**config.mk**
```make
export PLATFORM = sky130hd
export DESIGN_NAME = req_encoder_flat
export DESIGN_NICKNAME = d
export VERILOG_FILES = /design/src/rtl/rv32i_pkg.sv /design/src/rtl/req_encoder_if.sv /design/src/rtl/req_encoder_prio_pick.sv /design/src/rtl/req_encoder.sv /design/src/flat_wrapper.sv
export SDC_FILE = /design/constraint.sdc
export NUM_CORES = 1
export LEC_CHECK = 0
export ABC_AREA = 1
export CORE_MARGIN = 1.5
export CORE_UTILIZATION = 48
export DETAILED_ROUTE_END_ITERATION = 10
export PLACE_DENSITY_LB_ADDON = 0.15
export SLEW_MARGIN = 30
export SYNTH_ARGS = -nofsm -noshare
export SYNTH_HDL_FRONTEND = slang
export SYNTH_SLANG_ARGS = --single-unit
```
**constraint.sdc**
```tcl
create_clock -name clk -period 4.1 [get_ports clk]
set_input_delay 0.82 -clock clk [delete_from_list [all_inputs] [get_ports clk]]
set_output_delay 0.82 -clock clk [all_outputs]
set_load 0.01 [all_outputs]
```
**src/rtl/rv32i_pkg.sv**
```systemverilog
// Shared RV32I register-index definitions for the request encoder slice.
// Holds request/index widths, the encoder FSM state type and a one-hot helper.
package rv32i_pkg;
    localparam int N_REQ = 32;
    localparam int IDX_W = 5;

    typedef enum logic {
        IDLE  = 1'b0,
        OFFER = 1'b1
    } state_e;

    function automatic logic [N_REQ-1:0] onehot(input logic [IDX_W-1:0] i);
        return N_REQ'(1) << i;
    endfunction
endpackage

```
**src/rtl/req_encoder_if.sv**
```systemverilog
// Request/offer bundle between strobe producers, the encoder and the index consumer.
interface req_encoder_if;
    import rv32i_pkg::*;

    logic             en;
    logic             clr;
    logic [N_REQ-1:0] req;
    logic             ready;
    logic [IDX_W-1:0] idx;
    logic             valid;
    logic [N_REQ-1:0] pending;

    modport master (output en, clr, req, ready, input idx, valid, pending);
    modport slave  (input en, clr, req, ready, output idx, valid, pending);
endinterface

```
**src/rtl/req_encoder_prio_pick.sv**
```systemverilog
// Combinational wrapping priority pick: first set candidate at or after base.
module prio_pick
    import rv32i_pkg::*;
(
    input  logic [N_REQ-1:0] candidates,
    input  logic [IDX_W-1:0] base,
    output logic             any,
    output logic [IDX_W-1:0] sel
);
    logic [IDX_W-1:0] k;

    // Scan from the farthest offset down so the nearest hit is the last to win.
    always_comb begin
        any = 1'b0;
        sel = base;
        k   = base;
        for (int i = N_REQ - 1; i >= 0; i--) begin
            k = base + IDX_W'(i);
            if (candidates[k]) begin
                any = 1'b1;
                sel = k;
            end
        end
    end
endmodule

```
**src/rtl/req_encoder.sv**
```systemverilog
// Sequential 32-to-5 request encoder with valid/ready offer handshake.
// Define REQ_ENCODER_ROUND_ROBIN_EN for round-robin pick; default is fixed priority.
module req_encoder
    import rv32i_pkg::*;
(
    input  logic          clk,
    input  logic          rst_n,
    req_encoder_if.slave  bus
);
    state_e           state_q, state_d;
    logic [IDX_W-1:0] idx_q, idx_d;
    logic [N_REQ-1:0] pending_q, pending_d;
    logic             accept;
    logic [N_REQ-1:0] clear_mask;
    logic [N_REQ-1:0] candidates;
    logic             any;
    logic [IDX_W-1:0] sel;
    logic [IDX_W-1:0] base;

    assign accept     = (state_q == OFFER) && bus.ready;
    assign clear_mask = accept ? onehot(idx_q) : '0;
    // The accepted index is masked out, so it is never re-picked on its own accept edge.
    assign candidates = pending_q & ~clear_mask;

`ifdef REQ_ENCODER_ROUND_ROBIN_EN
    logic [IDX_W-1:0] last_q, last_d;

    assign last_d = accept ? idx_q : last_q;
    assign base   = last_d + IDX_W'(1);

    always_ff @(posedge clk or negedge rst_n) begin
        if (!rst_n) last_q <= '1;
        else        last_q <= last_d;
    end
`else
    assign base = '0;
`endif

    prio_pick u_pick (
        .candidates (candidates),
        .base       (base),
        .any        (any),
        .sel        (sel)
    );

    always_comb begin
        state_d   = state_q;
        idx_d     = idx_q;
        pending_d = bus.clr ? '0 : ((pending_q & ~clear_mask) | bus.req);
        if (bus.clr) begin
            state_d = IDLE;
        end else begin
            case (state_q)
                IDLE: begin
                    if (bus.en && any) begin
                        state_d = OFFER;
                        idx_d   = sel;
                    end
                end
                OFFER: begin
                    if (bus.ready) begin
                        if (bus.en && any) idx_d   = sel;
                        else               state_d = IDLE;
                    end
                end
                default: state_d = IDLE;
            endcase
        end
    end

    always_ff @(posedge clk or negedge rst_n) begin
        if (!rst_n) begin
            state_q   <= IDLE;
            idx_q     <= '0;
            pending_q <= '0;
        end else begin
            state_q   <= state_d;
            idx_q     <= idx_d;
            pending_q <= pending_d;
        end
    end

    assign bus.idx     = idx_q;
    assign bus.valid   = (state_q == OFFER);
    assign bus.pending = pending_q;
endmodule

```
**src/flat_wrapper.sv**
```systemverilog
// flat-port wrapper written by rule: the top's interface ports become plain ports
module req_encoder_flat import rv32i_pkg::*;
  (clk, rst_n, bus_en, bus_clr, bus_req, bus_ready, bus_idx, bus_valid, bus_pending);
  req_encoder_if bus_i ();
  input  logic clk;
  input  logic rst_n;
  input wire logic [$bits(bus_i.en)-1:0] bus_en;
  input wire logic [$bits(bus_i.clr)-1:0] bus_clr;
  input wire logic [$bits(bus_i.req)-1:0] bus_req;
  input wire logic [$bits(bus_i.ready)-1:0] bus_ready;
  output wire logic [$bits(bus_i.idx)-1:0] bus_idx;
  output wire logic [$bits(bus_i.valid)-1:0] bus_valid;
  output wire logic [$bits(bus_i.pending)-1:0] bus_pending;
  assign bus_i.en = bus_en;
  assign bus_i.clr = bus_clr;
  assign bus_i.req = bus_req;
  assign bus_i.ready = bus_ready;
  assign bus_idx = bus_i.idx;
  assign bus_valid = bus_i.valid;
  assign bus_pending = bus_i.pending;
  req_encoder u_core (.clk(clk), .rst_n(rst_n), .bus(bus_i));
endmodule
```
==> impl_metrics.py, run 1 <==
metrics = {
    "clocking": {
        "cts_tree": "yes",
        "ctsResizeCount": 0,
        "clkSlewWorstSetupHoldPaths_ns": 0.08,
        "cts_buffers": 5,
        "cts_setup_buffers": 0,
        "cts-root-buf": "clkbuf_8",
        "htreeDepth": 2,
        "clock_latency_ns": 0.29,
        "clock_sinks": 38,
        "cts_buffer_depth": 2,
        "holdBufCountCts": 0,
    },
    "route": {
        "drc": 0,
        "wirelength_mm": 5.70,
        "drt_iter0_markers": 133,
        "vias": 2112,
        "drt_first_pass_iters": 4,
        "viasPerCell": 5.24,
        "antenna_left": 0,
        "routedWlPerCell_um": 14.1,
    },
    "timing": {
        "setup_tns_ns": 0,
        "final.setup.worst_slack_ns": 0.513,
        "max_freq_mhz": 279,
        "maxSlewViolCount": 0,
        "finalCritPeriodShare_pct": 87.5,
        "relSlewSlack_pct": 66.6,
        "post-route-min-period_ns": 3.59,
        "clock_skew_ns": 0.00306,
        "rsz0062_at_grt": "no",
        "final-setup-viol-count": 0,
        "worst_pin_slew_ns": 0.497,
        "hold_viol": 0,
    },
    "synth": {
        "yosysMostFrequentCell": "nand2_1",
        "synthesis.area_mm2": 0.00206,
        "syn_avg_cell_area_um2": 7.61,
        "synthArstFlopShare_pct": 100,
        "synthCells": 270,
        "synth_seq_cells": 38,
        "syn-num-nets": 307,
        "yosys-top-cells-count": "nand2_1, dfrtp_1, inv_1",
        "synth-main-ff-cell": "dfrtp_1",
        "yosys-top-cells-area": "dfrtp_1, nand2_1, inv_1, a21oi_1, nor2_1",
        "synth_edf_count": 0,
        "yosys_warnings": 0,
        "synth_top_area_share_pct": 46.3,
        "yosys.cell_types.count": 25,
        "yosysSeqAreaShare_pct": 46.3,
        "yosysTopAreaCell": "dfrtp_1",
    },
    "place": {
        "gp_congestion": 0.881,
        "port_buffers": 74,
        "dp_hpwl_mm": 4.29,
        "dpl_cell_area_mm2": 0.00286,
        "dp_slack_ns": 0.222,
    },
    "floorplan": {
        "dieArea_mm2": 0.00468,
        "initial_core_util_pct": 50.7,
        "fp-row-count": 23,
        "ios": 75,
        "fp.dieH_um": 68.4,
        "core-area_mm2": 0.00406,
        "dieWidth_um": 68.4,
    },
    "finish": {
        "syn2layout_area_growth_pct": 44.7,
        "fin_area_mm2": 0.00298,
        "post-route-util_pct": 73.3,
        "nets": 389,
        "drive_gt1_share_pct": 8.50,
        "n_antenna_cell": 0,
        "fillCellCount": 320,
        "multi_input_area_um2": 880,
        "seqCellArea_um2": 951,
    },
    "critical_path": {
        "cp.arrival_ns": 3.77,
        "critPathMostFrequentCell": "nand2_1",
        "worst_path_max_delay_cell": "clkdlybuf4s50_1",
        "critPathMaxFanout": 16,
        "critPathLaunchType": "input port",
        "worst-r2r-cell-count": 35,
        "cp-end-kind": "flop",
        "cpPeakStageDelay_ns": 0.55,
        "cp.required_ns": 4.29,
        "worstSetupPathType": "input port to flop",
    },
    "pwr": {
        "p_leak_nw": 1.40,
        "powerDensity_mw_per_mm2": 325,
        "vdd_drop_max_mv": 0.173,
    },
    "global_routing": {
        "grt_max_degree": 39,
        "grt_pass1_vias": 2056,
        "grt_pass1_wl_mm": 9.08,
        "antenna_found_initial": 0,
        "grt_overflow_total": 0,
        "track_usage_pct": 26.2,
    },
    "hold_path": {
        "hold_class": "input port to async pin",
    },
    "outcome": {
        "status": "finished, final reports clean",
    },
    "job": {
        "maxCapViolations": 0,
    },
}
## registers in the layout (all words and copies together), names as in the netlist
| signal | cells |
|---|---|
| u_core.bus.pending | 32 |
| u_core.bus.idx | 5 |
| u_core.bus.valid | 1 |
## layout by cell type, fill, tap and decap left out, types with 2 or more instances in the layout
cell	n
dfrtp_1	38
o21ai_1	22
o31ai_1	3
nand2_1	58
nor3_1	4
nand4_1	9
o21ai_2	4
inv_1	38
clkbuf_8	6
o21ai_0	8
inv_2	3
buf_4	9
a21oi_1	28
a31oi_1	2
nor2_1	33
nand3_1	2
o41ai_1	2
clkdlybuf4s50_1	73
## area by class of cell
class	count	share of cell area [%]
Clock buffer	7	2.90
Timing Repair Buffer	84	27.9
Clock inverter	1	0.168
Tap cell	50	2.10
Multi-Input combinational cell	181	29.6
Inverter	42	5.38
Sequential cell	38	32.0
## report_power, final
group	switching (W)	leakage, nW	total [W]	internal (W)
clock network	0.000133	0.0482	0.000269	0.000136
registers	0.0000343	0.479	0.000437	0.000402
logic	0.000134	0.875	0.000262	0.000128
## worst paths after layout
check                                            startpoint                                to  slack (ns)
max in group asynchronous                             rst_n  u_core.bus.pending[20]$_DFF_PN0_        3.23
setup reg to reg              u_core.bus.idx[2]$_DFFE_PN0P_     u_core.bus.idx[0]$_DFFE_PN0P_        0.97
min in group clk           u_core.bus.pending[15]$_DFF_PN0_  u_core.bus.pending[15]$_DFF_PN0_        0.57
setup / recovery                                  bus_ready     u_core.bus.idx[0]$_DFFE_PN0P_        0.51
hold / removal                                        rst_n  u_core.bus.pending[31]$_DFF_PN0_        0.43
hold reg to reg            u_core.bus.pending[15]$_DFF_PN0_  u_core.bus.pending[15]$_DFF_PN0_        0.57
## critical path, delay by kind of cell
family	cells	cell delay (ns)
buffers and inverters	1	0.55
and+or+nand+nor	35	2.41
## stage by stage
| step | hold slack (ns) | std cells | total power, W |
|---|---|---|---|
| floorplan | 0.524 | 270 | 0.000568 |
| global placement | 0.555 | 394 | 0.000698 |
| detailed placement | 0.560 | 394 | 0.000700 |
| CTS | 0.571 | 402 | 0.000966 |
| global route | 0.458 | 403 | 0.00102 |
| finish | 0.427 | 403 | 0.000967 |
## metal layers
metal  wire (um)  GRT usage, %  part of all wire (%)  vias up
met2        2730          43.4                    48       75
li1            -             -                     -     1046
met3         336          5.26                   5.9        4
met1        2590          34.0                    46      987
met4          38          8.50                  0.67        0
met5           0             0                     0        -
## cells by family (layout without fill, tap and decap cells)
kind of cell	Yosys count	in the layout	share of synthesized area [%]
buffers and inverters	51	134	11.0
AO/OA/AOI/OAI	71	71	19.5
AND/OR/NAND/NOR	110	110	23.3
flip-flops	38	38	46.3
No activity file was read; power rests on OpenSTA's default activity.
==> run 2, diff against run 1 <==
--- a/config.mk
+++ b/config.mk
@@ -8,6 +8,7 @@
 export ABC_AREA = 1
 export CORE_MARGIN = 1.5
 export CORE_UTILIZATION = 48
+export CTS_CLUSTER_SIZE = 12
 export DETAILED_ROUTE_END_ITERATION = 10
 export PLACE_DENSITY_LB_ADDON = 0.15
 export SLEW_MARGIN = 30
==> results of run 2 <==
Final layout, timing and power as in run 1 (identical DEF).
==> run 3, diff against run 2 <==
--- a/config.mk
+++ b/config.mk
@@ -7,7 +7,7 @@
 export LEC_CHECK = 0
 export ABC_AREA = 1
 export CORE_MARGIN = 1.5
-export CORE_UTILIZATION = 48
+export CORE_UTILIZATION = 25
 export CTS_CLUSTER_SIZE = 12
 export DETAILED_ROUTE_END_ITERATION = 10
 export PLACE_DENSITY_LB_ADDON = 0.15
==> constraint.sdc (replaced) <==
create_clock -name clk -period 3.6 [get_ports clk]
set_input_delay 0.72 -clock clk [delete_from_list [all_inputs] [get_ports clk]]
set_output_delay 0.72 -clock clk [all_outputs]
set_load 0.01 [all_outputs]
==> impl_metrics.py, run 3 (synthesized netlist as in run 1, its figures left out) <==
metrics = {
    "route": {
        "dr_wl_met3_um": 283,
        "viasPerCell": 4.53,
        "drt_iter0_markers": 84,
        "top_layer_used": "met4",
        "drc": 0,
        "antenna_left": 0,
        "met1_length_mm": 3.04,
        "drt_first_pass_iters": 4,
        "routedWlPerCell_um": 13.8,
        "vias": 2120,
        "wirelength_mm": 6.45,
        "dr_wl_met2_mm": 3.05,
    },
    "critical_path": {
        "worst_path_max_delay_cell": "dfrtp_1",
        "cp.required_ns": 3.79,
        "cpPeakStageDelay_ns": 0.68,
        "crit_path_end": "u_core.bus.idx[0]$_DFFE_PN0P_",
        "worst-r2r-cell-count": 35,
        "critPathLaunchType": "flop",
        "cp-end-kind": "flop",
        "cp.arrival_ns": 3.29,
        "r2r_slack_ns": 0.49,
        "critPathMaxFanout": 14,
        "worstSetupPathType": "flop to flop",
        "critPathMostFrequentCell": "nand2_1",
        "r2r_end": "u_core.bus.idx[0]$_DFFE_PN0P_",
        "r2r_start": "u_core.bus.idx[2]$_DFFE_PN0P_",
        "worstSetupStartpoint": "u_core.bus.idx[2]$_DFFE_PN0P_",
    },
    "global_routing": {
        "track_usage_pct": 15.6,
        "grt_max_degree": 39,
        "grt_overflow_total": 0,
        "antenna_found_initial": 0,
        "grt_pass1_wl_mm": 10.5,
        "grt_pass1_vias": 2147,
    },
    "clocking": {
        "htreeDepth": 2,
        "clock_sinks": 38,
        "cts_buffers": 5,
        "clock_latency_ns": 0.29,
        "cts_buffer_depth": 2,
        "cts_tree": "yes",
        "cts-root-buf": "clkbuf_8",
        "clkSlewWorstSetupHoldPaths_ns": 0.08,
        "holdBufCountCts": 0,
    },
    "place": {
        "port_buffers": 74,
        "place_inst": 457,
        "dpl_cell_area_mm2": 0.00300,
        "gp_congestion": 0.799,
        "dp_hpwl_mm": 5.01,
    },
    "floorplan": {
        "dieArea_mm2": 0.00878,
        "ios": 75,
        "initial_core_util_pct": 26.2,
        "core-area_mm2": 0.00785,
        "fp-row-count": 32,
        "dieWidth_um": 93.7,
        "fp.dieH_um": 93.7,
    },
    "timing": {
        "worst_pin_slew_ns": 0.532,
        "clock_skew_ns": 0.00646,
        "relSlewSlack_pct": 64.5,
        "rsz0062_at_grt": "no",
        "setup_tns_ns": 0,
        "hold_viol": 0,
        "final-setup-viol-count": 0,
        "finalCritPeriodShare_pct": 86.3,
        "post-route-min-period_ns": 3.11,
        "maxSlewViolCount": 0,
        "max_freq_mhz": 322,
    },
    "hold_path": {
        "hold_class": "input port to async pin",
    },
    "finish": {
        "mostFrequentLayoutCells": "clkdlybuf4s50_1, nand2_1, inv_1, dfrtp_1, nor2_1",
        "fin_area_mm2": 0.00314,
        "n_antenna_cell": 0,
        "final_common_cell": "clkdlybuf4s50_1",
        "largest_reg_flops": 32,
        "nets": 402,
        "fin_cells": 468,
        "syn2layout_area_growth_pct": 52.6,
        "drive_gt1_share_pct": 11.5,
        "post-route-util_pct": 40.0,
    },
    "outcome": {
        "status": "finished, final reports clean",
    },
    "pwr": {
        "powerDensity_mw_per_mm2": 373,
        "vdd_drop_max_mv": 0.182,
        "fin_total_pwr_w": 0.00117,
        "p_leak_nw": 1.47,
    },
    "job": {
        "maxCapViolations": 0,
    },
}
==> run 3: cell count changes in the layout (fill, tap and decap cells not counted), sizes merged <==
cell	change
clkdlybuf4s50	-1
bufinv	+1
dlymetal6s2s	+1
clkinv	-1
buf	+13
==> run 3: critical path, delay by kind of cell, from the launching register on <==
family        cells  cell delay [ns]
flops             1             0.68
simple gates     35             2.32
==> run 3: layer usage <==
metal | global-route usage, % | up-vias
li1 | - | 1073
met1 | 21.1 | 978
met2 | 25.6 | 63
met3 | 2.83 | 6
met4 | 3.73 | 0
met5 | 0 | -
==> run 3: worst min-delay path by stage <==
| stage | start | to | slack, ns | cells after the start |
|---|---|---|---|---|
| CTS | rst_n | u_core.bus.pending[28]$_DFF_PN0_ | 0.57 | 1 |
| detailed placement | u_core.bus.pending[30]$_DFF_PN0_ | u_core.bus.pending[30]$_DFF_PN0_ | 0.57 | 2 |
| finish | rst_n | u_core.bus.pending[29]$_DFF_PN0_ | 0.38 | 1 |
| floorplan | rst_n | u_core.bus.idx[0]$_DFFE_PN0P_ | 0.42 | 0 |
| global route | rst_n | u_core.bus.pending[11]$_DFF_PN0_ | 0.42 | 1 |
| global placement | u_core.bus.pending[30]$_DFF_PN0_ | u_core.bus.pending[30]$_DFF_PN0_ | 0.56 | 2 |
==> run 3: through the flow <==
step                setup WS, ns  hold WS, ns
floorplan                   1.02        0.424
global placement          -0.100        0.563
detailed placement        -0.106        0.572
CTS                        0.196        0.572
global route             0.00191        0.423
finish                     0.493        0.378
==> run 3: final cells by class <==
type	instances	area [um^2]
Tap cell	102	128
Sequential cell	38	951
Clock buffer	7	76.3
Fill cell	866	4710
Inverter	42	160
Multi-Input combinational cell	181	880
Clock inverter	1	30.0
Timing Repair Buffer	97	913
==> run 3: timing repair <==
item | 4_1_cts | 5_1_grt
resized for setup | 0 | 1
endpoints found under the setup margin | 0 | 1
buffers inserted | 0 | 3
==> run 3: power breakdown <==
group          total, W  internal [W]  switching (W)
logic          0.000306      0.000152       0.000154
clock network  0.000365      0.000208       0.000157
registers      0.000499      0.000458      0.0000414
